`src/rtl/tl_pkg.sv`:
```
// rtl/tl_pkg.sv - shared encodings and helpers for the traffic-light safety monitor
package tl_pkg;

  typedef enum logic [1:0] {
    ST_IDLE    = 2'd0,
    ST_MONITOR = 2'd1,
    ST_FAULT   = 2'd2
  } state_e;

  localparam logic [2:0] LAMP_R = 3'b100;
  localparam logic [2:0] LAMP_Y = 3'b010;
  localparam logic [2:0] LAMP_G = 3'b001;

  localparam logic [2:0] FC_NONE      = 3'd0;
  localparam logic [2:0] FC_NS_ONEHOT = 3'd1;
  localparam logic [2:0] FC_WE_ONEHOT = 3'd2;
  localparam logic [2:0] FC_CONFLICT  = 3'd3;
  localparam logic [2:0] FC_NS_TRANS  = 3'd4;
  localparam logic [2:0] FC_WE_TRANS  = 3'd5;
  localparam logic [2:0] FC_SHORT_YEL = 3'd6;

  function automatic logic is_onehot(input logic [2:0] lamp);
    return (lamp == LAMP_R) || (lamp == LAMP_Y) || (lamp == LAMP_G);
  endfunction

  // Only the three "skip a colour" moves are illegal; holding a colour is always fine.
  function automatic logic is_illegal_step(input logic [2:0] prev, input logic [2:0] nxt);
    return ((prev == LAMP_G) && (nxt == LAMP_R)) ||
           ((prev == LAMP_Y) && (nxt == LAMP_G)) ||
           ((prev == LAMP_R) && (nxt == LAMP_Y));
  endfunction

endpackage

```
`src/rtl/tl_dir_checker.sv`:
```
// rtl/tl_dir_checker.sv - per-direction lamp history, yellow counter and rule checks
module tl_dir_checker
  import tl_pkg::*;
#(
  parameter int MIN_YELLOW = 3,
  parameter int CNT_W      = 8
) (
  input  logic       clk,
  input  logic       clear_n,
  input  logic [2:0] lamp_i,
  input  logic       update_i,
  output logic       onehot_err,
  output logic       trans_err,
  output logic       short_yel_err,
  output logic       non_red
);

  logic [2:0]       prev_q, prev_d;
  logic [CNT_W-1:0] yel_cnt_q, yel_cnt_d;

  // Track the last sampled lamp and how long yellow has been held (saturating).
  always_comb begin
    prev_d    = prev_q;
    yel_cnt_d = yel_cnt_q;
    if (update_i) begin
      prev_d = lamp_i;
      if (lamp_i == LAMP_Y) begin
        if (yel_cnt_q < CNT_W'(MIN_YELLOW)) begin
          yel_cnt_d = yel_cnt_q + 1'b1;
        end
      end else begin
        yel_cnt_d = '0;
      end
    end
  end

  // History registers.
  always_ff @(posedge clk or negedge clear_n) begin
    if (!clear_n) begin
      prev_q    <= LAMP_R;
      yel_cnt_q <= '0;
    end else begin
      prev_q    <= prev_d;
      yel_cnt_q <= yel_cnt_d;
    end
  end

  assign onehot_err    = !is_onehot(lamp_i);
  assign trans_err     = is_illegal_step(prev_q, lamp_i);
  assign short_yel_err = (prev_q == LAMP_Y) && (lamp_i == LAMP_R) &&
                         (yel_cnt_q < CNT_W'(MIN_YELLOW));
  assign non_red       = lamp_i[1] | lamp_i[0];

endmodule

```
`src/rtl/tl_safety_monitor.sv`:
```
// rtl/tl_safety_monitor.sv - lamp pass-through guard with fault latch and fail-safe red flash
module tl_safety_monitor
  import tl_pkg::*;
#(
  parameter int MIN_YELLOW = 3,
  parameter int FLASH_HALF = 50,
  parameter int CNT_W      = 8
) (
  input  logic       clk,
  input  logic       clear_n,
  input  logic       RED_NS,
  input  logic       YELLOW_NS,
  input  logic       GREEN_NS,
  input  logic       RED_WE,
  input  logic       YELLOW_WE,
  input  logic       GREEN_WE,
  input  logic       fault_ack,
  output logic [2:0] LAMP_NS,
  output logic [2:0] LAMP_WE,
  output logic       fault,
  output logic [2:0] fault_code
);

  logic [2:0] in_ns, in_we;
  assign in_ns = {RED_NS, YELLOW_NS, GREEN_NS};
  assign in_we = {RED_WE, YELLOW_WE, GREEN_WE};

  state_e           state_q, state_d;
  logic [2:0]       lamp_ns_q, lamp_ns_d;
  logic [2:0]       lamp_we_q, lamp_we_d;
  logic             fault_q, fault_d;
  logic [2:0]       code_q, code_d;
  logic             flash_q, flash_d;
  logic [CNT_W-1:0] flash_cnt_q, flash_cnt_d;

  logic ns_onehot_err, ns_trans_err, ns_short_err, ns_non_red;
  logic we_onehot_err, we_trans_err, we_short_err, we_non_red;
  logic update_hist, checks_en;
  logic [2:0] viol_code;

  // History advances whenever the lamps are being passed through (IDLE and MONITOR).
  assign update_hist = (state_q != ST_FAULT);
  assign checks_en   = (state_q == ST_MONITOR);

  tl_dir_checker #(.MIN_YELLOW(MIN_YELLOW), .CNT_W(CNT_W)) u_ns_chk (
    .clk           (clk),
    .clear_n       (clear_n),
    .lamp_i        (in_ns),
    .update_i      (update_hist),
    .onehot_err    (ns_onehot_err),
    .trans_err     (ns_trans_err),
    .short_yel_err (ns_short_err),
    .non_red       (ns_non_red)
  );

  tl_dir_checker #(.MIN_YELLOW(MIN_YELLOW), .CNT_W(CNT_W)) u_we_chk (
    .clk           (clk),
    .clear_n       (clear_n),
    .lamp_i        (in_we),
    .update_i      (update_hist),
    .onehot_err    (we_onehot_err),
    .trans_err     (we_trans_err),
    .short_yel_err (we_short_err),
    .non_red       (we_non_red)
  );

  // Priority encoder: lowest code wins; history-based checks only count in MONITOR.
  always_comb begin
    viol_code = FC_NONE;
    if (ns_onehot_err) begin
      viol_code = FC_NS_ONEHOT;
    end else if (we_onehot_err) begin
      viol_code = FC_WE_ONEHOT;
    end else if (ns_non_red && we_non_red) begin
      viol_code = FC_CONFLICT;
    end else if (checks_en && ns_trans_err) begin
      viol_code = FC_NS_TRANS;
    end else if (checks_en && we_trans_err) begin
      viol_code = FC_WE_TRANS;
    end else if (checks_en && (ns_short_err || we_short_err)) begin
      viol_code = FC_SHORT_YEL;
    end
  end

  // Next-state and output selection for the IDLE/MONITOR/FAULT machine.
  always_comb begin
    state_d     = state_q;
    lamp_ns_d   = lamp_ns_q;
    lamp_we_d   = lamp_we_q;
    fault_d     = fault_q;
    code_d      = code_q;
    flash_d     = flash_q;
    flash_cnt_d = flash_cnt_q;
    case (state_q)
      ST_IDLE, ST_MONITOR: begin
        if (viol_code != FC_NONE) begin
          state_d     = ST_FAULT;
          fault_d     = 1'b1;
          code_d      = viol_code;
          flash_d     = 1'b1;
          flash_cnt_d = '0;
          lamp_ns_d   = LAMP_R;
          lamp_we_d   = LAMP_R;
        end else begin
          state_d   = ST_MONITOR;
          lamp_ns_d = in_ns;
          lamp_we_d = in_we;
        end
      end
      ST_FAULT: begin
        if (fault_ack && (in_ns == LAMP_R) && (in_we == LAMP_R)) begin
          state_d     = ST_IDLE;
          fault_d     = 1'b0;
          code_d      = FC_NONE;
          flash_d     = 1'b1;
          flash_cnt_d = '0;
          lamp_ns_d   = LAMP_R;
          lamp_we_d   = LAMP_R;
        end else begin
          if (flash_cnt_q == CNT_W'(FLASH_HALF - 1)) begin
            flash_cnt_d = '0;
            flash_d     = ~flash_q;
          end else begin
            flash_cnt_d = flash_cnt_q + 1'b1;
          end
          lamp_ns_d = {flash_d, 2'b00};
          lamp_we_d = {flash_d, 2'b00};
        end
      end
      default: begin
        state_d = ST_IDLE;
      end
    endcase
  end

  // State and registered outputs.
  always_ff @(posedge clk or negedge clear_n) begin
    if (!clear_n) begin
      state_q     <= ST_IDLE;
      lamp_ns_q   <= LAMP_R;
      lamp_we_q   <= LAMP_R;
      fault_q     <= 1'b0;
      code_q      <= FC_NONE;
      flash_q     <= 1'b0;
      flash_cnt_q <= '0;
    end else begin
      state_q     <= state_d;
      lamp_ns_q   <= lamp_ns_d;
      lamp_we_q   <= lamp_we_d;
      fault_q     <= fault_d;
      code_q      <= code_d;
      flash_q     <= flash_d;
      flash_cnt_q <= flash_cnt_d;
    end
  end

  assign LAMP_NS    = lamp_ns_q;
  assign LAMP_WE    = lamp_we_q;
  assign fault      = fault_q;
  assign fault_code = code_q;

endmodule

```
`config.mk`:
```
export PLATFORM = sky130hd
export DESIGN_NAME = tl_safety_monitor
export DESIGN_NICKNAME = d
export VERILOG_FILES = /design/src/rtl/tl_pkg.sv /design/src/rtl/tl_dir_checker.sv /design/src/rtl/tl_safety_monitor.sv
export SDC_FILE = /design/constraint.sdc
export NUM_CORES = 1
export LEC_CHECK = 0
export BUFFER_PORTS_ARGS = -buffer_cell sky130_fd_sc_hd__buf_2
export CORE_MARGIN = 5
export CORE_UTILIZATION = 55
export DETAILED_ROUTE_END_ITERATION = 10
export GPL_TIMING_DRIVEN = 0
export PLACE_DENSITY = 0.74
export REMOVE_ABC_BUFFERS = 1
export SLEW_MARGIN = 15
export SYNTH_ARGS = -nofsm -noshare
export SYNTH_HDL_FRONTEND = slang
export SYNTH_SLANG_ARGS = --single-unit
```
`constraint.sdc`:
```
create_clock -name clk -period 3.2 [get_ports clk]
set_clock_uncertainty 0.1 [all_clocks]
set_input_delay 0.16 -clock clk [delete_from_list [all_inputs] [get_ports clk]]
set_output_delay 0.16 -clock clk [all_outputs]
set_load 0.01 [all_outputs]
```
======== After elaboration in Yosys (flattened, before gate mapping) ========
Index checks and enable logic that the tools add are counted.
Widths: inputs -> output; s select.
operators by class
  add/subtract/negate cells ............... 3
  $lt $le $gt $ge ......................... 2
  equality and inequality tests ........... 20
  muxes and demuxes ....................... 31
  bitwise gates (word level) .............. 3
  reduce and logical (&&, ||, !) cells .... 33
operators with widths
  kind                 count
  $mux 8               7
  $mux 3               11
  $add 8x1->8 const B  3
  $pmux 3 s2           3
  $logic_and 1x1->1    16
  $lt 8x2->1 const B   2
  $pmux 8 s2           1
  $eq 3x1->1 const B   4
  $eq 3x2->1 const B   4
  $eq 3x3->1 const B   4
  $logic_or 1x1->1     9
  $eq 8x6->1 const B   1
  $ne 2x2->1 const B   3
  $reduce_and 2->1     3
  $mux 1               4
  $mux 2               2
  $ne 2x1->1 const B   2
  $pmux 1 s2           2
  $pmux 2 s2           1
  $reduce_and 3->1     1
  $reduce_bool 3->1    1
  $eq 2x1->1 const B   1
  $eq 2x2->1 const B   1
  $logic_not 2->1      1
  4 further kinds      5
storage, ports and cells
  bits in registers ....................... 43
  input bits .............................. 9
  output and inout port bits .............. 10
  logic and storage cells ................. 103

======== Depth between registers and ports, before layout ========
Gate-level depths: netlist (run 1).
  depth in word-level cells ............... 14
  gate-level depth with buffers ........... 8

======== Modules after synthesis ========
A second synthesis (run 1) with hierarchy kept.
second synthesis, totals
  cells, all modules ...................... 204
  area, all modules ....................... 2198.4 um2
modules (own cells, without submodules)
  module             instances  cells each  area each (um2)
  tl_safety_monitor  1          108         1099.8
  tl_dir_checker     2          48          549.3

======== Worst setup path after synthesis (run 1) ========
Ideal clock, no wire load.
  path type ............................... input port to flip-flop
  start ................................... input YELLOW_WE
  end ..................................... register flash_cnt_q[6]
  arrival time ............................ 1833 ps
  data required time ...................... 2969 ps
  slack ................................... 1136 ps
  stages .................................. 8
  cell sequence ........................... buf_2 > or3b_4 > or4b_1 > o22ai_2 > o31ai_1 > a21oi_1 > buf_4 > o211ai_1
on the way
  longest elaborated chain between the ends .. 14
  elaborated cells on any way between the ends .. 29
ends and longest elaborated chain
  item                               line                      RTL
  start, declared                    tl_safety_monitor.sv:15   input logic YELLOW_WE,
  $eq 3x3->1                         n/a
  $logic_and 1x1->1 (2 in series)    tl_dir_checker.sv:50      assign short_yel_err = (prev_q == LAMP_Y) && (lamp_i == LAMP_R) &&
  $logic_or 1x1->1                   tl_safety_monitor.sv:80   end else if (checks_en && (ns_short_err || we_short_err)) begin
  $logic_and 1x1->1                  tl_safety_monitor.sv:80
  $mux 3                             tl_safety_monitor.sv:80
  $mux 3                             tl_safety_monitor.sv:78   end else if (checks_en && we_trans_err) begin
  $mux 3                             tl_safety_monitor.sv:76   end else if (checks_en && ns_trans_err) begin
  $mux 3                             tl_safety_monitor.sv:74   end else if (ns_non_red && we_non_red) begin
  $mux 3                             tl_safety_monitor.sv:72   end else if (we_onehot_err) begin
  $mux 3                             tl_safety_monitor.sv:70   if (ns_onehot_err) begin
  $reduce_bool 3->1                  tl_safety_monitor.sv:96   if (viol_code != FC_NONE) begin
  $ne 2x2->1 (no source line)        n/a
  $reduce_and 2->1 (no source line)  n/a
  end signal, assigned               tl_safety_monitor.sv:153  flash_cnt_q <= flash_cnt_d;
  end, declared                      tl_safety_monitor.sv:34   logic [CNT_W-1:0] flash_cnt_q, flash_cnt_d;
Several ways; a longest one is shown, not always the timed one.
A chain may end at the register's enable or synchronous reset.

======== Worst setup path in the final report (run 1) ========
  start ................................... register u_ns_chk.yel_cnt_q[0]
  end ..................................... register flash_cnt_q[6]
on the way
  longest elaborated chain between the ends .. 13
ends and longest elaborated chain
  item                               line                     RTL
  start, declared                    tl_dir_checker.sv:19     logic [CNT_W-1:0] yel_cnt_q, yel_cnt_d;
  start signal, assigned             tl_dir_checker.sv:44     yel_cnt_q <= yel_cnt_d;
  $lt 8x2->1                         tl_dir_checker.sv:51     (yel_cnt_q < CNT_W'(MIN_YELLOW));
  $logic_and 1x1->1                  tl_dir_checker.sv:50
  $logic_or 1x1->1                   tl_safety_monitor.sv:80
  $logic_and 1x1->1                  tl_safety_monitor.sv:80
  $mux 3                             tl_safety_monitor.sv:80
  $mux 3                             tl_safety_monitor.sv:78
  $mux 3                             tl_safety_monitor.sv:76
  $mux 3                             tl_safety_monitor.sv:74
  $mux 3                             tl_safety_monitor.sv:72
  $mux 3                             tl_safety_monitor.sv:70
  $reduce_bool 3->1                  tl_safety_monitor.sv:96
  $ne 2x2->1 (no source line)        n/a
  $reduce_and 2->1 (no source line)  n/a
Every way passes these cells.

==> flow_metrics.tcl, run 1 <==
set metrics [dict create \
    outcome "complete, no violations" \
    synth_fa_ha_area_share_pct 2.29 \
    design.die.area_um2 5320 \
    io-pin-count 19 \
    dieWidth_um 73.0 \
    synth-xor-area-share_pct 1.61 \
    die_h_um 73.0 \
    finalNonFillerCells 291 \
    crit_path_end_kind "register" \
    postSynth.topFlopCell "sky130_fd_sc_hd__dfrtp_1" \
    yosysWarnings 0 \
    clock_latency_at_the_later_pin_of_the_worst_skew_pair_ns 0.29 \
    finalNetCount 255 \
    timing.critical_path.fanout_max 11 \
    power_per_cell_area_nw_per_um2 722 \
    first_pass_grt_wire_length_um 7130 \
    cts_tree "yes" \
    ant_nets 0 \
    postSynthRegisterBits 43 \
    synth-edff-count 0 \
    drtPass1Iterations 4 \
    muxShareOfSynthArea_pct 1.03 \
    postCtsSetupBuffers 0 \
    port-buffer-count 18 \
    rsz0062_at_grt "false" \
    critPathKind "reg -> reg" \
    power_mw 1.72 \
    totalNegativeSetupSlack_ns 0 \
    tritoncts_sink_count 43 \
    synth_compound_area_share_pct 14.4 \
    netlist_area_um2 2180 \
    inst_count_dp 282 \
    gp_congestion 0.830 \
    remaining_drc_errors 0 \
    area_delta_synth_final_pct 9.12 \
    floorplan.initialDensity_pct 58.3 \
    drtIter0Drc 132 \
    wl_per_cell_um 14.4 \
    critPathArrivalTime_ns 2.65 \
    core.rowCount 22 \
    post_detailed_route_via_to_cell_ratio 5.77 \
    design.core.area_um2 3740 \
    synth.yosys.seq_area_share_pct 49.6 \
    clock-root-buffer "sky130_fd_sc_hd__clkbuf_8" \
    mean_instance_size_in_the_synthesized_netlist_um2 9.57 \
    via_count_of_the_routed_design 1678 \
    vdd.ir_drop.worst_mv 0.358 \
    drt-total-wl_um 4200 \
    first_global_vias 1562 \
    worstHoldPathType "in -> reg" \
    layout_commonest_cell "sky130_fd_sc_hd__nand2_1" \
    final.period_utilization_pct 81.5 \
    synth_top_family_by_area "simple AND/OR/NAND/NOR gates" \
    synth_cell_types 49 \
    grt_max_degree 44 \
    fraction_of_the_mapped_netlist_area_in_simple_logic_gates_pct 27.6 \
    maxCapViolCount 0 \
    ctsLongestPathBuffers 2 \
    cts.reportedPaths.clkPinSlew_ns 0.08 \
    antenna_found_initial 0 \
    grt_usage_pct 17.0 \
    layout_min_cycle_time_ns 2.61 \
    tritoncts.num_buffers 5 \
    final_cell_mix "sky130_fd_sc_hd__nand2_1 (44), sky130_fd_sc_hd__dfrtp_1 (39), sky130_fd_sc_hd__buf_2 (18)" \
    setup_viol 0 \
    fraction_of_layout_instances_using_a_drive_strength_above_1_pct 15.6 \
    hold_viol_final 0 \
    slew-limit-headroom_pct 38.8 \
    syn_inst 228 \
    number_of_slew_limit_violations_in_the_final_report 0 \
    synth-async-reset-ratio_pct 100 \
    antenna-diode-count 0 \
    worst_pin_slew_ns 0.918 \
    grt_overflow 0 \
    fmax_ghz 0.383 \
    worst_ep_required_time_ns 3.24 \
    hpwl_um 2990 \
    total_leakage_power_nw 1.11 \
    crit_path_start_kind "register" \
    cts_max_level 2 \
]
==> sequential cells by signal (all words and copies together) (netlist names) <==
name                flops
LAMP_NS                 3
LAMP_WE                 3
fault                   1
fault_code              3
flash_cnt_q             8
flash_q                 1
state_q                 2
u_ns_chk.prev_q         3
u_ns_chk.yel_cnt_q      8
u_we_chk.prev_q         3
u_we_chk.yel_cnt_q      8
==> path summary, 6_finish.rpt <==
path	startpoint	to	slack [ns]	depth (start not counted)
worst max-delay path	u_ns_chk.yel_cnt_q[0]	flash_cnt_q[6]	0.59	7
worst min-delay path	RED_NS	u_ns_chk.prev_q[2]	0.04	3
worst max register to register	u_ns_chk.yel_cnt_q[0]	flash_cnt_q[6]	0.59	7
worst min register to register	u_we_chk.prev_q[2]	u_we_chk.prev_q[2]	0.38	2
max in group asynchronous	clear_n	u_ns_chk.prev_q[0]	1.99	2
min in group asynchronous	clear_n	flash_cnt_q[7]	0.44	2
==> Yosys cell counts, types with 3 or more instances <==
cell type / number / area (µm²)
sky130_fd_sc_hd__nand3_1: 7 / 35.0
sky130_fd_sc_hd__dfrtp_1: 39 / 976
sky130_fd_sc_hd__o21ai_0: 9 / 45.0
sky130_fd_sc_hd__ha_1: 4 / 50.1
sky130_fd_sc_hd__a32o_1: 4 / 40.0
sky130_fd_sc_hd__o32ai_1: 3 / 26.3
sky130_fd_sc_hd__a2bb2oi_1: 3 / 26.3
sky130_fd_sc_hd__nor4_1: 4 / 25.0
sky130_fd_sc_hd__a21oi_1: 3 / 15.0
sky130_fd_sc_hd__clkbuf_1: 8 / 30.0
sky130_fd_sc_hd__nor3_1: 7 / 35.0
sky130_fd_sc_hd__nor4bb_1: 4 / 40.0
sky130_fd_sc_hd__nor3b_1: 3 / 22.5
sky130_fd_sc_hd__nor2b_1: 16 / 100
sky130_fd_sc_hd__o22ai_1: 3 / 18.8
sky130_fd_sc_hd__nor2_1: 12 / 45.0
sky130_fd_sc_hd__inv_1: 3 / 11.3
sky130_fd_sc_hd__nand2b_1: 5 / 31.3
sky130_fd_sc_hd__nand2_1: 44 / 165
sky130_fd_sc_hd__o21ai_1: 5 / 25.0
sky130_fd_sc_hd__dfstp_2: 4 / 105
==> repair_timing <==
item | CTS | global route
gates resized for setup | 0 | 0
hold buffers | 1 | 0
endpoints found under the setup margin | 0 | 0
hold endpoints to repair | 39 | 0
==> per-layer routing <==
metal | part of all wire [%] | routed length, µm | vias to the layer above | GRT usage, %
met1 | 47 | 1980 | 798 | 23.2
met4 | 1.5 | 61 | 0 | 8.40
met3 | 4.2 | 176 | 6 | 3.31
met2 | 47 | 1980 | 38 | 25.9
li1 | - | - | 836 | -
met5 | 0 | 0 | - | 0
==> critical path, stage by stage (launching register included) <==
cell and delay [ns]:
sky130_fd_sc_hd__dfrtp_1 0.40, sky130_fd_sc_hd__ha_1 0.20, sky130_fd_sc_hd__nor4_1 0.30, sky130_fd_sc_hd__nand2_1 0.18, sky130_fd_sc_hd__o22ai_2 0.26, sky130_fd_sc_hd__o31ai_1 0.13, sky130_fd_sc_hd__a21oi_1 0.71, sky130_fd_sc_hd__o211ai_1 0.19
==> cells by family (layout without fill, tap and decap cells) <==
| kind of cell | count (synthesis) | after routing |
|---|---|---|
| AND/OR/NAND/NOR | 115 | 115 |
| AO/OA/AOI/OAI | 44 | 44 |
| flip-flops | 43 | 43 |
| buffers and inverters | 16 | 31 |
| adder cells (fa/ha/maj) | 4 | 4 |
| XOR/XNOR | 4 | 4 |
| multiplexers | 2 | 2 |
==> power by group <==
part | leakage (nW) | switching (mW) | internal [mW] | total (mW)
combinational | 0.507 | 0.292 | 0.221 | 0.513
clock | 0.0515 | 0.170 | 0.197 | 0.366
sequential | 0.556 | 0.147 | 0.692 | 0.839
total | 1.11 | 0.609 | 1.11 | 1.72
==> final cells by class <==
cell class              instances  area, µm²
inverters                       4       15.0
well taps                      48       60.1
flip-flops and latches         43       1080
clock buffers                   8        100
multi-input cells             169       1020
fillers                       324       1360
repair buffers                 19        100
==> stage by stage <==
| step | utilization, % | worst slack [ns] | instance area [µm²] | hold WS [ns] |
|---|---|---|---|---|
| final | 63.6 | 0.592 | 2380 | 0.0445 |
| after detailed placement | 60.6 | 0.510 | 2270 | 0.253 |
| after global placement | 60.6 | 0.507 | 2270 | 0.243 |
| after global routing | 63.6 | 0.409 | 2380 | 0.0475 |
| after CTS | 63.6 | 0.594 | 2380 | 0.0283 |
| after floorplan | - | 1.04 | 2120 | -0.236 |
Note: power is estimated with default switching activity, not from simulation.
==> run 2, diff against run 1 <==
ABC_AREA = 1   (was unset)
clock period = 2.6 ns   (was 3.2 ns; I/O delays follow)
==> run 2 against run 1 <==
Flip-flop and latch count stayed put. Register-to-register slack worse by 0.10 ns. Worst hold slack better by 0.024 ns. Sequential share of layout area is 1.3 points lower. Total power is 18% higher. Global-route usage is 0.68 points higher. Die area is 0.89% higher. Sequential power is 16% higher. Maximum frequency is 24% higher. Highest routed layer unchanged. Synthesized area is 1.0% higher. Critical path depth is 2 higher.
==> flow_metrics.tcl, run 2 <==
set metrics [dict create \
    netlist_area_um2 2200 \
    crit_path_start_kind "register" \
    yosysWarnings 0 \
    finalNonFillerCells 350 \
    hold_viol_final 0 \
    drt-total-wl_um 4080 \
    antenna-diode-count 0 \
    ant_nets 0 \
    post-synth-top-area-fraction_pct 44.3 \
    clock_latency_at_the_later_pin_of_the_worst_skew_pair_ns 0.29 \
    r2r.worst_path.cells 9 \
    synth_compound_area_share_pct 9.20 \
    fin_area_um2 2450 \
    post_synth_most_frequent_cells "sky130_fd_sc_hd__nand2_1 (60), sky130_fd_sc_hd__dfrtp_1 (39), sky130_fd_sc_hd__nor2_1 (39), sky130_fd_sc_hd__inv_1 (35), sky130_fd_sc_hd__nand3_1 (21)" \
    core.rowCount 23 \
    timing.critical_path.fanout_max 14 \
    fraction_of_layout_instances_using_a_drive_strength_above_1_pct 18.3 \
    worst_pin_slew_ns 0.932 \
    grt_overflow 0 \
    startpoint "state_q[1]" \
    cp-endpoint "flash_cnt_q[5]" \
    post_route_setup_slack_ns 0.491 \
    sequence_of_cells_on_the_critical_path "inv_2 -> nor2_4 -> inv_2 -> nor2_2 -> inv_2 -> nor2_1 -> inv_1 -> or3_1 -> nand2_1" \
    critPathArrivalTime_ns 2.24 \
    final.period_utilization_pct 81.1 \
    remaining_drc_errors 0 \
    worst_ep_required_time_ns 2.73 \
    largest_registers "flash_cnt_q x8, u_ns_chk.yel_cnt_q x8, u_we_chk.yel_cnt_q x8" \
    power_per_cell_area_nw_per_um2 829 \
    crit_slowest_cell "sky130_fd_sc_hd__dfrtp_1" \
    rsz0062_at_grt "false" \
    synth.top_cells.by_area "sky130_fd_sc_hd__dfrtp_1 (44%), sky130_fd_sc_hd__nand2_1 (10%), sky130_fd_sc_hd__nor2_1 (6.6%)" \
    reg2reg_setup_slack_ns 0.49 \
    final_cell_mix "sky130_fd_sc_hd__nand2_1 (60), sky130_fd_sc_hd__dfrtp_1 (39), sky130_fd_sc_hd__nor2_1 (39)" \
    grt_usage_pct 17.7 \
    mean_instance_size_in_the_synthesized_netlist_um2 7.98 \
    synth_fa_ha_area_share_pct 2.27 \
    drtIter0Drc 122 \
    muxShareOfSynthArea_pct 0 \
    place_ws_ns 0.516 \
    cell_with_the_most_instances_after_synthesis "sky130_fd_sc_hd__nand2_1" \
    synth-async-reset-ratio_pct 100 \
    cts_tree "yes" \
    wl_per_cell_um 11.7 \
    nFillCells 349 \
    tritoncts.num_buffers 5 \
    cts.reportedPaths.clkPinSlew_ns 0.08 \
    inst_count_dp 341 \
    layout_commonest_cell "sky130_fd_sc_hd__nand2_1" \
    slew-limit-headroom_pct 37.8 \
    maxCapViolCount 0 \
    drtPass1Iterations 4 \
    io-pin-count 19 \
    synth_cell_types 34 \
    finalNetCount 312 \
    design.core.area_um2 3940 \
    synth-xor-area-share_pct 0.795 \
    totalNegativeSetupSlack_ns 0 \
    placed_cell_area_um2 2340 \
    first_global_vias 1695 \
    outcome "complete, no violations" \
    via_count_of_the_routed_design 1762 \
    fraction_of_the_mapped_netlist_area_in_simple_logic_gates_pct 30.3 \
    first_pass_grt_wire_length_um 7420 \
    postSynth.topFlopCell "sky130_fd_sc_hd__dfrtp_1" \
    design.die.area_um2 5370 \
    synth_area_leader_cell "sky130_fd_sc_hd__dfrtp_1" \
    worstReg2RegStart "state_q[1]" \
    floorplan.initialDensity_pct 55.9 \
    critPathKind "reg -> reg" \
    synth_top_family_by_area "simple AND/OR/NAND/NOR gates" \
    crit_path_end_kind "register" \
    postSynthRegisterBits 43 \
    dieWidth_um 73.3 \
    critPathMaxStageDelay_ns 0.55 \
    die_h_um 73.3 \
    syn_inst 276 \
    ctsLongestPathBuffers 2 \
    crit_top_cell "sky130_fd_sc_hd__inv_2" \
    layout_min_cycle_time_ns 2.11 \
    antenna_found_initial 0 \
    cts_resized 0 \
    synth-edff-count 0 \
    hpwl_um 3050 \
    min_from "RED_WE" \
    number_of_slew_limit_violations_in_the_final_report 0 \
    gp_congestion 0.818 \
    area_delta_synth_final_pct 11.2 \
    worstHoldPathType "in -> reg" \
    cts_max_level 2 \
    vdd.ir_drop.worst_mv 0.486 \
    total_leakage_power_nw 1.25 \
    worst_r2r_endpoint "flash_cnt_q[5]" \
    synth.yosys.seq_area_share_pct 49.1 \
    tritoncts_sink_count 43 \
    post_detailed_route_via_to_cell_ratio 5.03 \
    fmax_ghz 0.474 \
    setup_viol 0 \
    clock-root-buffer "sky130_fd_sc_hd__clkbuf_8" \
    port-buffer-count 18 \
    grt_max_degree 44 \
]
==> run 2: cell count changes in the layout (fill, tap and decap cells not counted), moves of 5 or more <==
cell	delta
sky130_fd_sc_hd__nand3_1	+14
sky130_fd_sc_hd__inv_1	+32
sky130_fd_sc_hd__nor2_1	+27
sky130_fd_sc_hd__nand2_1	+16
sky130_fd_sc_hd__o21ai_0	+7
sky130_fd_sc_hd__inv_2	+8
sky130_fd_sc_hd__nand2b_1	-5
sky130_fd_sc_hd__nand3_2	+5
sky130_fd_sc_hd__nor2b_1	-16
==> run 2: where the power goes <==
group,internal (mW),switching (mW)
clock,0.242,0.206
combinational,0.227,0.380
sequential,0.840,0.136
total,1.31,0.723
==> run 2: worst max-delay path, delay by kind of cell (launching register included) <==
kind | cells | cell delay, ns
simple gates | 5 | 0.94
flops | 1 | 0.55
buf+inv | 4 | 0.44
==> run 2: metrics by stage <==
stage / utilization (%) / hold WS, ns / power, mW
2_1_floorplan: - / -0.266 / 1.41
3_3_place_gp: 59.3 / 0.230 / 1.58
3_5_place_dp: 59.3 / 0.221 / 1.60
4_1_cts: 62.1 / 0.0622 / 2.06
5_1_grt: 62.1 / 0.0632 / 2.20
6_report: 62.1 / 0.0685 / 2.03
==> run 2: logic make-up after synthesis <==
group,count (synthesis)
XOR/XNOR,2
buffers and inverters,48
adder cells (fa/ha/maj),4
flip-flops,43
AND/OR/NAND/NOR,144
AO/OA/AOI/OAI,35
==> run 2: per-layer routing <==
layer / global-route usage (%) / part of all wire (%) / routed length [µm] / up-vias
met5: 0 / 0 / 0 / -
met1: 23.0 / 47 / 1900 / 818
li1: - / - / - / 917
met4: 4.83 / 1.0 / 42 / 0
met2: 29.7 / 49 / 1990 / 23
met3: 4.10 / 3.6 / 147 / 4
==> run 2: repair_timing <==
action | 4_1_cts | 5_1_grt
endpoints found under the hold margin | 39 | 0
hold buffers | 1 | 0
buffers inserted | 0 | 0
==> run 2: final cells by class <==
type / instances / area [µm²] / share of cell area [%]
Clock buffer: 8 / 100 / 4.09
Inverter: 45 / 169 / 6.89
Multi-Input combinational cell: 185 / 937 / 38.3
Sequential cell: 43 / 1080 / 44.1
Tap cell: 50 / 62.6 / 2.55
Timing Repair Buffer: 19 / 100 / 4.09
==> run 2: worst min path at each step <==
stage / endpoint / depth (start not counted) / slack [ns]
6_report: u_we_chk.prev_q[2] / 3 / 0.07
5_1_grt: u_we_chk.prev_q[2] / 3 / 0.06
4_1_cts: LAMP_NS[1] / 3 / 0.06
3_5_place_dp: u_we_chk.yel_cnt_q[7] / 1 / 0.22
3_3_place_gp: u_we_chk.yel_cnt_q[6] / 1 / 0.23
2_1_floorplan: LAMP_NS[0] / 0 / -0.27
==> run 3, diff against run 2 <==
ABC_AREA = 0   (was 1)
CORE_UTILIZATION = 53   (was 55)
PLACE_DENSITY = 0.75   (was 0.74)
clock period = 1.91 ns   (was 2.6 ns; I/O delays follow)
==> run 3 against run 2 <==
Die area increased by 2.3%. Wire length increased by 22%. Cell count decreased by 13%. Global-route usage increased by 2.0 points. The run now ends with negative setup slack left. Count of clock-buffer cells in the layout unchanged. Flip-flop and latch count unchanged. Design area increased by 9.3%.
==> flow_metrics.tcl, run 3 (synthesized netlist as in run 1, its figures left out) <==
set metrics [dict create \
    grt_usage_pct 19.7 \
    fmax_ghz 0.485 \
    cts_tree "yes" \
    antenna_found_initial 0 \
    inst_count_dp 284 \
    cts.reportedPaths.clkPinSlew_ns 0.08 \
    design.core.area_um2 4000 \
    multi_input_comb_area_um2 1200 \
    crit_path_start_kind "register" \
    drtIter0Drc 137 \
    ctsLongestPathBuffers 2 \
    dieWidth_um 74.1 \
    via_count_of_the_routed_design 1781 \
    nFillCells 318 \
    remaining_drc_errors 0 \
    outcome "finished, violations left" \
    critPathArrivalTime_ns 2.14 \
    first_global_vias 1826 \
    clock_latency_at_the_later_pin_of_the_worst_skew_pair_ns 0.29 \
    post_route_setup_slack_ns -0.153 \
    cts_max_level 2 \
    drtPass1Iterations 4 \
    floorplan.initialDensity_pct 54.5 \
    drt-total-wl_um 4980 \
    number_of_slew_limit_violations_in_the_final_report 0 \
    first_pass_grt_wire_length_um 8290 \
    hold_viol_final 0 \
    port-buffer-count 18 \
    placed_cell_area_um2 2270 \
    sequence_of_cells_on_the_critical_path "buf_6 -> or4b_4 -> o22ai_4 -> o31ai_4 -> a21oi_2 -> buf_4 -> buf_12 -> o21ai_2" \
    timing.critical_path.max_delay_family "compound AO/OA/AOI/OAI gates" \
    io-pin-count 19 \
    core.rowCount 23 \
    setup_viol 16 \
    post_detailed_route_via_to_cell_ratio 5.86 \
    total_leakage_power_nw 1.21 \
    worst_ep_required_time_ns 1.99 \
    layout_min_cycle_time_ns 2.06 \
    gp_congestion 0.845 \
    crit_slowest_cell "sky130_fd_sc_hd__or4b_4" \
    slew-limit-headroom_pct 39.1 \
    antenna-diode-count 0 \
    design.die.area_um2 5500 \
    layout_commonest_cell "sky130_fd_sc_hd__nand2_1" \
    timing.critical_path.fanout_max 3 \
    violations "negative setup slack" \
    fin_area_um2 2680 \
    cp_num_buf_inv 3 \
    die_h_um 74.1 \
    power_per_cell_area_nw_per_um2 1240 \
    final_cell_mix "sky130_fd_sc_hd__nand2_1 (41), sky130_fd_sc_hd__dfrtp_1 (34), sky130_fd_sc_hd__buf_2 (17)" \
    fraction_of_layout_instances_using_a_drive_strength_above_1_pct 31.5 \
    grt_max_degree 44 \
    area_delta_synth_final_pct 22.8 \
    final-seq-area_um2 1090 \
    hpwl_um 3080 \
    worst_pin_slew_ns 0.913 \
    grt_overflow 0 \
    crit_path_end_kind "register" \
    wl_per_cell_um 16.4 \
    clock-root-buffer "sky130_fd_sc_hd__clkbuf_8" \
    maxCapViolCount 0 \
    critPathMaxStageDelay_ns 0.49 \
    finalNonFillerCells 304 \
    worstHoldPathType "in -> reg" \
    finalNetCount 266 \
    ant_nets 0 \
    critPathKind "reg -> reg" \
    largest_registers "flash_cnt_q x8, u_ns_chk.yel_cnt_q x8, u_we_chk.yel_cnt_q x8" \
    tritoncts_sink_count 43 \
    tritoncts.num_buffers 5 \
    rsz0062_at_grt "true" \
    vdd.ir_drop.worst_mv 0.630 \
    totalNegativeSetupSlack_ns -1.39 \
    final.period_utilization_pct 108 \
]
-- run 3: cell count changes in the layout (fill, tap and decap cells not counted), sizes merged, moves of 5 or more --
| cell | change |
|---|---|
| inv | -40 |
| nor2 | -31 |
| nand3 | -20 |
| nand2 | -18 |
| nor2b | +16 |
| buf | +9 |
| o21ai | -8 |
| nand2b | +5 |
-- run 3: layout make-up --
cell class	count	area share (%)
tap	50	2.34
sequential	43	40.6
clock buffer	8	3.74
timing repair buffer	30	7.90
multi-input combinational	169	44.8
inverter	4	0.654
-- run 3: layer usage --
metal | GRT usage, % | wire length (µm)
met5 | 0 | 0
met4 | 9.26 | 89
met3 | 3.38 | 205
met2 | 31.6 | 2500
met1 | 25.9 | 2180
-- run 3: worst paths after layout --
path,cells past startpoint,endpoint,slack [ns],startpoint
min reg2reg,1,u_ns_chk.yel_cnt_q[4],0.40,u_ns_chk.yel_cnt_q[4]
max reg2reg,8,flash_cnt_q[5],-0.15,u_we_chk.prev_q[2]
min,3,u_we_chk.prev_q[2],0.02,RED_WE
max,8,flash_cnt_q[5],-0.15,u_we_chk.prev_q[2]
max in group asynchronous,2,state_q[0],0.71,clear_n
min in group asynchronous,2,fault_code[1],0.37,clear_n
-- run 3: worst register-to-register path, cell delays in order (launching register included) --
cell and delay [ns]:
sky130_fd_sc_hd__dfstp_2 0.40, sky130_fd_sc_hd__buf_6 0.12, sky130_fd_sc_hd__or4b_4 0.49, sky130_fd_sc_hd__o22ai_4 0.23
sky130_fd_sc_hd__o31ai_4 0.12, sky130_fd_sc_hd__a21oi_2 0.20, sky130_fd_sc_hd__buf_4 0.16, sky130_fd_sc_hd__buf_12 0.10
sky130_fd_sc_hd__o21ai_2 0.05
-- run 3: repair_timing --
item | 4_1_cts | 5_1_grt
endpoints found under the setup margin | 36 | 21
endpoints found under the hold margin | 40 | 0
hold buffers | 2 | 0
pin swaps | 12 | 11
buffers inserted | 9 | 1
resized for setup | 27 | 20
-- run 3: metrics by stage --
stage	power (mW)	hold WS, ns	worst slack [ns]	util (%)
5_1_grt	3.52	0.0178	-0.214	66.9
3_5_place_dp	2.30	0.190	-0.764	56.8
4_1_cts	3.17	0.00295	-0.0970	64.7
6_report	3.31	0.0155	-0.153	66.9
3_3_place_gp	2.26	0.187	-0.729	56.8
2_1_floorplan	2.00	-0.300	-0.223	-
-- run 3: power breakdown --
part	leakage, nW	switching, mW	internal, mW
combinational	0.610	0.640	0.594
sequential	0.550	0.293	1.17
clock	0.0515	0.290	0.330
